File: config.mk
export PLATFORM = sky130hd
export DESIGN_NAME = linear_network_multicast_bp_flat
export DESIGN_NICKNAME = d
export VERILOG_FILES = /design/src/rtl/linear_network_multicast_bp_pkg.sv /design/src/rtl/linear_network_multicast_bp_if.sv /design/src/rtl/linear_network_multicast_bp_stage.sv /design/src/rtl/linear_network_multicast_bp.sv /design/src/flat_wrapper.sv
export SDC_FILE = /design/constraint.sdc
export NUM_CORES = 1
export LEC_CHECK = 0
export ABC_CLOCK_PERIOD_IN_PS = 8700
export CORE_MARGIN = 1
export CORE_UTILIZATION = 54
export CTS_CLUSTER_SIZE = 16
export DETAILED_ROUTE_END_ITERATION = 16
export PLACE_DENSITY = 0.95
export REMOVE_ABC_BUFFERS = 1
export SLEW_MARGIN = 0
export SYNTH_ARGS = -nofsm -noshare
export SYNTH_HDL_FRONTEND = slang
export SYNTH_HIERARCHICAL = 1
export SYNTH_SLANG_ARGS = --single-unit
File: constraint.sdc
create_clock -name clk -period 8.7 [get_ports clk]
set_input_delay 0.87 -clock clk [delete_from_list [all_inputs] [get_ports clk]]
set_output_delay 0.87 -clock clk [all_outputs]
set_load 0.05 [all_outputs]
File: src/rtl/linear_network_multicast_bp_pkg.sv
// linear_network_multicast_bp_pkg: shared flit widths and cmd-mask helper for the multicast chain
package linear_network_multicast_bp_pkg;
  localparam int DEF_DATA_WIDTH = 32;
  localparam int DEF_NUM_NODE = 4;
  localparam int MAX_NODE = 32;
  typedef logic [MAX_NODE-1:0] cmd_mask_t;
  function automatic cmd_mask_t upper_mask(input int idx);
    return ~((cmd_mask_t'(1) << (idx + 1)) - cmd_mask_t'(1));
  endfunction
endpackage

File: src/rtl/linear_network_multicast_bp_if.sv
// linear_network_multicast_bp_if: input flit handshake plus per-node delivery handshakes
interface linear_network_multicast_bp_if #(
  parameter int DATA_WIDTH = 32,
  parameter int NUM_NODE = 4
);
  logic i_en;
  logic i_valid;
  logic o_ready;
  logic [DATA_WIDTH-1:0] i_data_bus;
  logic [NUM_NODE-1:0] i_cmd;
  logic [NUM_NODE-1:0] o_valid;
  logic [NUM_NODE-1:0] i_ready;
  logic [NUM_NODE*DATA_WIDTH-1:0] o_data_bus;
  modport master (
    output i_en, i_valid, i_data_bus, i_cmd, i_ready,
    input o_ready, o_valid, o_data_bus
  );
  modport slave (
    input i_en, i_valid, i_data_bus, i_cmd, i_ready,
    output o_ready, o_valid, o_data_bus
  );
endinterface

File: src/rtl/linear_network_multicast_bp_stage.sv
// linear_multicast_stage_bp: one fork register delivering locally and forwarding independently
module linear_multicast_stage_bp
  import linear_network_multicast_bp_pkg::*;
#(
  parameter int DATA_WIDTH = 32,
  parameter int NUM_NODE = 4,
  parameter int NODE_IDX = 0
) (
  input  logic clk,
  input  logic rst,
  input  logic en,
  input  logic in_valid,
  output logic in_ready,
  input  logic [DATA_WIDTH-1:0] in_data,
  input  logic [NUM_NODE-1:0] in_cmd,
  output logic loc_valid,
  input  logic loc_ready,
  output logic [DATA_WIDTH-1:0] loc_data,
  output logic fwd_valid,
  input  logic fwd_ready,
  output logic [DATA_WIDTH-1:0] fwd_data,
  output logic [NUM_NODE-1:0] fwd_cmd
);
  localparam logic [NUM_NODE-1:0] HI = NUM_NODE'(upper_mask(NODE_IDX));
  logic v, local_done, fwd_done, need_loc, need_fwd, loc_hs, fwd_hs, frees, load;
  logic [DATA_WIDTH-1:0] data;
  logic [NUM_NODE-1:0] cmd;
  assign need_loc = cmd[NODE_IDX];
  assign fwd_cmd = cmd & HI;
  assign need_fwd = |fwd_cmd;
  assign loc_valid = en & v & need_loc & ~local_done;
  assign fwd_valid = en & v & need_fwd & ~fwd_done;
  assign loc_data = data;
  assign fwd_data = data;
  assign loc_hs = loc_valid & loc_ready;
  assign fwd_hs = fwd_valid & fwd_ready;
  assign frees = en & v & (~need_loc | local_done | loc_hs) & (~need_fwd | fwd_done | fwd_hs);
  assign in_ready = en & (~v | frees);
  // an all-zero mask is accepted but never occupies the stage
  assign load = in_valid & in_ready & |in_cmd;
  always_ff @(posedge clk or posedge rst) begin
    if (rst) begin
      v <= 1'b0;
      local_done <= 1'b0;
      fwd_done <= 1'b0;
      data <= '0;
      cmd <= '0;
    end else if (load) begin
      v <= 1'b1;
      local_done <= 1'b0;
      fwd_done <= 1'b0;
      data <= in_data;
      cmd <= in_cmd;
    end else if (frees) begin
      v <= 1'b0;
      local_done <= 1'b0;
      fwd_done <= 1'b0;
    end else begin
      local_done <= local_done | loc_hs;
      fwd_done <= fwd_done | fwd_hs;
    end
  end
endmodule

File: src/rtl/linear_network_multicast_bp.sv
// linear_network_multicast_bp: pipelined multicast chain with per-node valid/ready backpressure
module linear_network_multicast_bp
  import linear_network_multicast_bp_pkg::*;
#(
  parameter int DATA_WIDTH = DEF_DATA_WIDTH,
  parameter int NUM_NODE = DEF_NUM_NODE
) (
  input logic clk,
  input logic rst,
  linear_network_multicast_bp_if.slave bus
);
  logic v_c [NUM_NODE+1];
  logic r_c [NUM_NODE+1];
  logic [DATA_WIDTH-1:0] d_c [NUM_NODE+1];
  logic [NUM_NODE-1:0] c_c [NUM_NODE+1];
  assign v_c[0] = bus.i_valid;
  assign d_c[0] = bus.i_data_bus;
  assign c_c[0] = bus.i_cmd;
  assign bus.o_ready = r_c[0];
  assign r_c[NUM_NODE] = 1'b0;
  for (genvar k = 0; k < NUM_NODE; k++) begin : g_stage
    linear_multicast_stage_bp #(
      .DATA_WIDTH(DATA_WIDTH),
      .NUM_NODE(NUM_NODE),
      .NODE_IDX(k)
    ) u_stage (
      .clk(clk),
      .rst(rst),
      .en(bus.i_en),
      .in_valid(v_c[k]),
      .in_ready(r_c[k]),
      .in_data(d_c[k]),
      .in_cmd(c_c[k]),
      .loc_valid(bus.o_valid[k]),
      .loc_ready(bus.i_ready[k]),
      .loc_data(bus.o_data_bus[k*DATA_WIDTH +: DATA_WIDTH]),
      .fwd_valid(v_c[k+1]),
      .fwd_ready(r_c[k+1]),
      .fwd_data(d_c[k+1]),
      .fwd_cmd(c_c[k+1])
    );
  end
endmodule

File: src/flat_wrapper.sv
// flat-port wrapper written by rule: the top's interface ports become plain ports
module linear_network_multicast_bp_flat import linear_network_multicast_bp_pkg::*;
#(
  parameter int DATA_WIDTH = DEF_DATA_WIDTH,
  parameter int NUM_NODE = DEF_NUM_NODE
)
  (clk, rst, bus_i_en, bus_i_valid, bus_i_data_bus, bus_i_cmd, bus_i_ready, bus_o_ready, bus_o_valid, bus_o_data_bus);
  linear_network_multicast_bp_if #(.DATA_WIDTH(DATA_WIDTH), .NUM_NODE(NUM_NODE)) bus_i ();
  input logic clk;
  input logic rst;
  input wire logic [$bits(bus_i.i_en)-1:0] bus_i_en;
  input wire logic [$bits(bus_i.i_valid)-1:0] bus_i_valid;
  input wire logic [$bits(bus_i.i_data_bus)-1:0] bus_i_data_bus;
  input wire logic [$bits(bus_i.i_cmd)-1:0] bus_i_cmd;
  input wire logic [$bits(bus_i.i_ready)-1:0] bus_i_ready;
  output wire logic [$bits(bus_i.o_ready)-1:0] bus_o_ready;
  output wire logic [$bits(bus_i.o_valid)-1:0] bus_o_valid;
  output wire logic [$bits(bus_i.o_data_bus)-1:0] bus_o_data_bus;
  assign bus_i.i_en = bus_i_en;
  assign bus_i.i_valid = bus_i_valid;
  assign bus_i.i_data_bus = bus_i_data_bus;
  assign bus_i.i_cmd = bus_i_cmd;
  assign bus_i.i_ready = bus_i_ready;
  assign bus_o_ready = bus_i.o_ready;
  assign bus_o_valid = bus_i.o_valid;
  assign bus_o_data_bus = bus_i.o_data_bus;
  linear_network_multicast_bp #(.DATA_WIDTH(DATA_WIDTH), .NUM_NODE(NUM_NODE)) u_core (.clk(clk), .rst(rst), .bus(bus_i));
endmodule
# Word level (Yosys, flattened, before mapping)
# Index checks and enable logic that the tools add are counted.
[totals]
regBits = 149
input_bits = 44
output_inout_bits = 133
word_cells = 132
[op_classes]
mux = 22
bitwise_logic = 84
reduce_logical = 7
[op_table]
columns = ["operator", "n"]
rows = [
  ["$and 1x1->1", 41],
  ["$or 1x1->1", 25],
  ["$mux 1", 22],
  ["$not 1->1", 18],
  ["$reduce_bool 2->1", 4],
  ["$reduce_or 4->1", 1],
  ["$reduce_or 3->1", 1],
  ["$reduce_or 2->1", 1],
]

# Depth between registers and ports, before layout
[depth]
depth_word = 26
mapped_depth = 15
ltp_nobuf = 13

# Modules after synthesis
# Netlist, hierarchy kept.
[by_module_without_submodules]
columns = ["module", "instances", "cells_each", "area_each_um2", "seq_area_each_um2"]
rows = [
  ["linear_multicast_stage_bp (u_core.g_stage[1].u_stage)", 1, 140, 1958.1, 950.9],
  ["linear_multicast_stage_bp (u_core.g_stage[0].u_stage)", 1, 140, 1916.8, 975.9],
  ["linear_multicast_stage_bp (u_core.g_stage[2].u_stage)", 1, 134, 1898.1, 925.9],
  ["linear_multicast_stage_bp (u_core.g_stage[3].u_stage)", 1, 122, 1644.1, 875.8],
  ["linear_network_multicast_bp", 1, 1, 3.8, 0.0],
]

# Worst setup path before layout
# No wires, ideal clock.
[synth_timing]
kind = "input-to-output"
from = "input port bus_i_ready[3]"
to = "output port bus_o_ready"
t_arrival_ps = 3048
required_ps = 7830
setup_slack_ps = 4782
path_stages = 12
n_path_buf = 0
path_cell_list = "nor2_1 nor2_1 and4bb_2 nor2_1 and2_1 o32ai_2 nand2_1 and2_1 or2_1 nor2_1 o21ai_0 and2_1"
[synth_rtl]
columns = ["element", "line", "text"]
rows = [
  ["start, declared", "flat_wrapper.sv:15", "input wire logic [$bits(bus_i.i_ready)-1:0] bus_i_ready;"],
  ["end, declared", "flat_wrapper.sv:16", "output wire logic [$bits(bus_i.o_ready)-1:0] bus_o_ready;"],
]

==> reports/results.txt <==
The flow ran to the end, and the final reports show no timing, DRC or antenna violations. The tools report the normalized max-slew margin as 36.5%. The slew at the pin closest to its max-slew limit works out to 0.953 ns.

The tools report the reg-to-reg setup timing slack as 4.61 ns. Row generation in the floorplan step produced 42 rows. The DRC violation count after routing is 0, and the detailed placer's ending HPWL is 10.3 mm.

Entering global routing, the biggest net connects 40 pins. Wires add up to 14.9 mm. The area enclosed by the die boundary was 14100 um2. For the deepest clock path buffer count, the log shows 2. Global routing finished with a remaining overflow of 0.

After technology mapping, the gate count stands at 530. For this block, the via count after detailed routing is 4115. The core area was 13300 um2. The first detailed-routing pass took 4 iterations. A synthesized cell averages 13.9 um2. The number of maximum-capacitance constraint violations was 0. The share of the clock period used by the worst path is 65.7%, and the number of global-route vias before repair is 4458. Between clock sinks in the finished design, the worst skew comes to 0.00747 ns.

The sort of element at the end of the critical path is a primary output. The worst register-to-register path begins at u_core/g_stage[3].u_stage/local_done. The CTS root buffer was sky130_fd_sc_hd__clkbuf_16.

The number of diodes added for antenna fixing came out at 0. The accumulated negative setup slack is 0 ns. The kind of path behind the tightest hold check is flop to flop.

Clock-pin slew was measured on the worst setup and hold paths at 0.06 ns. Critical path arrival: 4.84 ns. The first global-routing pass estimated 23.9 mm of wire. The end of the worst register-to-register path was u_core/g_stage[0].u_stage/fwd_data[1]. The cell area that synthesis handed to floorplanning was 7380 um2. At the later pin of the worst-skew pair, clock insertion delay measures 0.41 ns. The floorplan die height works out to 119 um. The number of cells on the worst reg-to-reg path is 14.

For the clock net sink count, the log shows 149. In this run the remaining antenna-violating nets after routing total 0. The post-CTS resize count was 0.

For the number of hold violations in the final report, the log shows 0. Hold path startpoint: u_core/g_stage[3].u_stage/fwd_data[3]. The most critical setup path has its startpoint at bus_i_en. Of the cells placed in the final design, the portion with a size suffix greater than 1 is 25.8%. Classification of the worst setup path: primary input to primary output.

The number of stages on the worst hold path is 1. Setup repair after global routing left no endpoint under its margin. Setup violations remaining at the end of the flow were counted as 0.

The path with the worst hold slack has its endpoint at u_core/g_stage[3].u_stage/fwd_data[3]. The H-tree was split into 4 levels. The number of port buffers works out to 176.

The tools report the critical path required time as 7.83 ns. Subtracting the final worst setup slack from the clock period gives 5.71 ns. For the top-level I/O count, the log shows 177. The number of clock buffers added by TritonCTS is 17. For this run, the number of Yosys warnings is 6.

The count of final max-slew check failures came out at 0. The first routing iteration left 206 violations. Derived from the worst setup path, the maximum achievable clock frequency is 0.175 GHz.

After detailed routing, the number of vias per cell comes to 5.36. The buffers inserted during post-CTS setup optimization is 0, and the overall die width is 119 um. In this run the worst path has a maximum fanout of 22.

In the final design database the tool counted 624 nets. TritonCTS built the clock tree. The number of buffers inserted by hold repair at cts is 0, and the number of antenna violations at the first check in global routing is 0.

The run gives 22.1% as the global routing usage summed across all routing layers. Once the floorplan was initialized, standard cells occupied 55.5% of the core. The routability-driven placement congestion ratio was 0.801.

The growth of design area from synthesis to finish was 19.3%; the routed length per instance was 19.4 um. STA classifies the critical path startpoint as a primary input.
==> worst max-delay path: stages <==
cell and delay (ns):
sky130_fd_sc_hd__clkdlybuf4s50_1 0.78, sky130_fd_sc_hd__inv_1 0.20, sky130_fd_sc_hd__nor2_1 0.08, sky130_fd_sc_hd__and4bb_2 0.36, sky130_fd_sc_hd__nor2_1 0.07, sky130_fd_sc_hd__and2_1 0.21, sky130_fd_sc_hd__o32ai_2 0.44, sky130_fd_sc_hd__nand2_1 0.19
sky130_fd_sc_hd__and2_1 0.21, sky130_fd_sc_hd__or2_1 0.25, sky130_fd_sc_hd__nor2_1 0.14, sky130_fd_sc_hd__o21ai_0 0.14, sky130_fd_sc_hd__and2_1 0.19, sky130_fd_sc_hd__clkdlybuf4s50_1 0.71
==> worst max-delay path by stage <==
| stage | to | slack, ns |
|---|---|---|
| after floorplan | u_core/g_stage[0].u_stage/cmd[2] | 4.19 |
| after global placement | bus_o_ready | 3.23 |
| after detailed placement | bus_o_ready | 3.05 |
| after CTS | bus_o_ready | 3.01 |
| after global routing | bus_o_ready | 2.70 |
| final | bus_o_ready | 2.99 |
==> registers in the layout, summed over array words and instances, names as in the netlist <==
name / cells
u_core/g_stage.u_stage/cmd: 10
u_core/g_stage.u_stage/fwd_data: 128
u_core/g_stage.u_stage/fwd_done: 3
u_core/g_stage.u_stage/local_done: 4
u_core/g_stage.u_stage/v: 4
==> layout make-up <==
class | count | area [um2]
timing repair buffer | 182 | 1810
tap | 176 | 220
fill | 918 | 4490
clock inverter | 10 | 131
inverter | 8 | 30.0
sequential | 149 | 3730
clock buffer | 21 | 450
multi-input combinational | 222 | 2430
==> cell usage in the layout (no fill, tap or decap), types with 2 or more instances in the layout <==
cell and n:
sky130_fd_sc_hd__clkdlybuf4s50_1 176, sky130_fd_sc_hd__buf_4 6, sky130_fd_sc_hd__and4_1 2, sky130_fd_sc_hd__clkbuf_16 17, sky130_fd_sc_hd__o211ai_1 2, sky130_fd_sc_hd__a22o_1 2
sky130_fd_sc_hd__conb_1 6, sky130_fd_sc_hd__nor2_1 11, sky130_fd_sc_hd__inv_1 4, sky130_fd_sc_hd__mux2_2 28, sky130_fd_sc_hd__a32o_1 3, sky130_fd_sc_hd__and3_1 2
sky130_fd_sc_hd__nand2_1 8, sky130_fd_sc_hd__and2_1 5, sky130_fd_sc_hd__mux2_1 30, sky130_fd_sc_hd__o21ai_0 8, sky130_fd_sc_hd__inv_2 3, sky130_fd_sc_hd__o41a_1 2
sky130_fd_sc_hd__nand2b_1 3, sky130_fd_sc_hd__clkbuf_1 3, sky130_fd_sc_hd__a21o_1 3, sky130_fd_sc_hd__clkinv_2 5, sky130_fd_sc_hd__nor4_4 2, sky130_fd_sc_hd__bufinv_16 3
sky130_fd_sc_hd__mux2_4 75, sky130_fd_sc_hd__nor3_1 4, sky130_fd_sc_hd__dfrtp_1 149
==> stage by stage <==
stage	cell area (um2)	hold slack, ns	worst slack (ns)	instances	util, %
floorplan	6180	0.458	4.19	379	-
global placement	8220	0.473	3.23	737	61.8
detailed placement	8220	0.485	3.05	737	61.8
CTS	8800	0.497	3.01	768	66.2
global route	8800	0.515	2.70	768	66.2
finish	8800	0.494	2.99	768	66.2
==> routing by layer <==
metal	part of all wire, %	track usage [%]	vias up
met4	2.5	8.07	0
met1	40	26.0	2113
met5	0	0	-
met2	52	38.7	181
met3	5.6	5.80	28
li1	-	-	1793
Power is not shown: default switching activity piles up to over one toggle a cycle in this logic, so the estimate is an artifact.
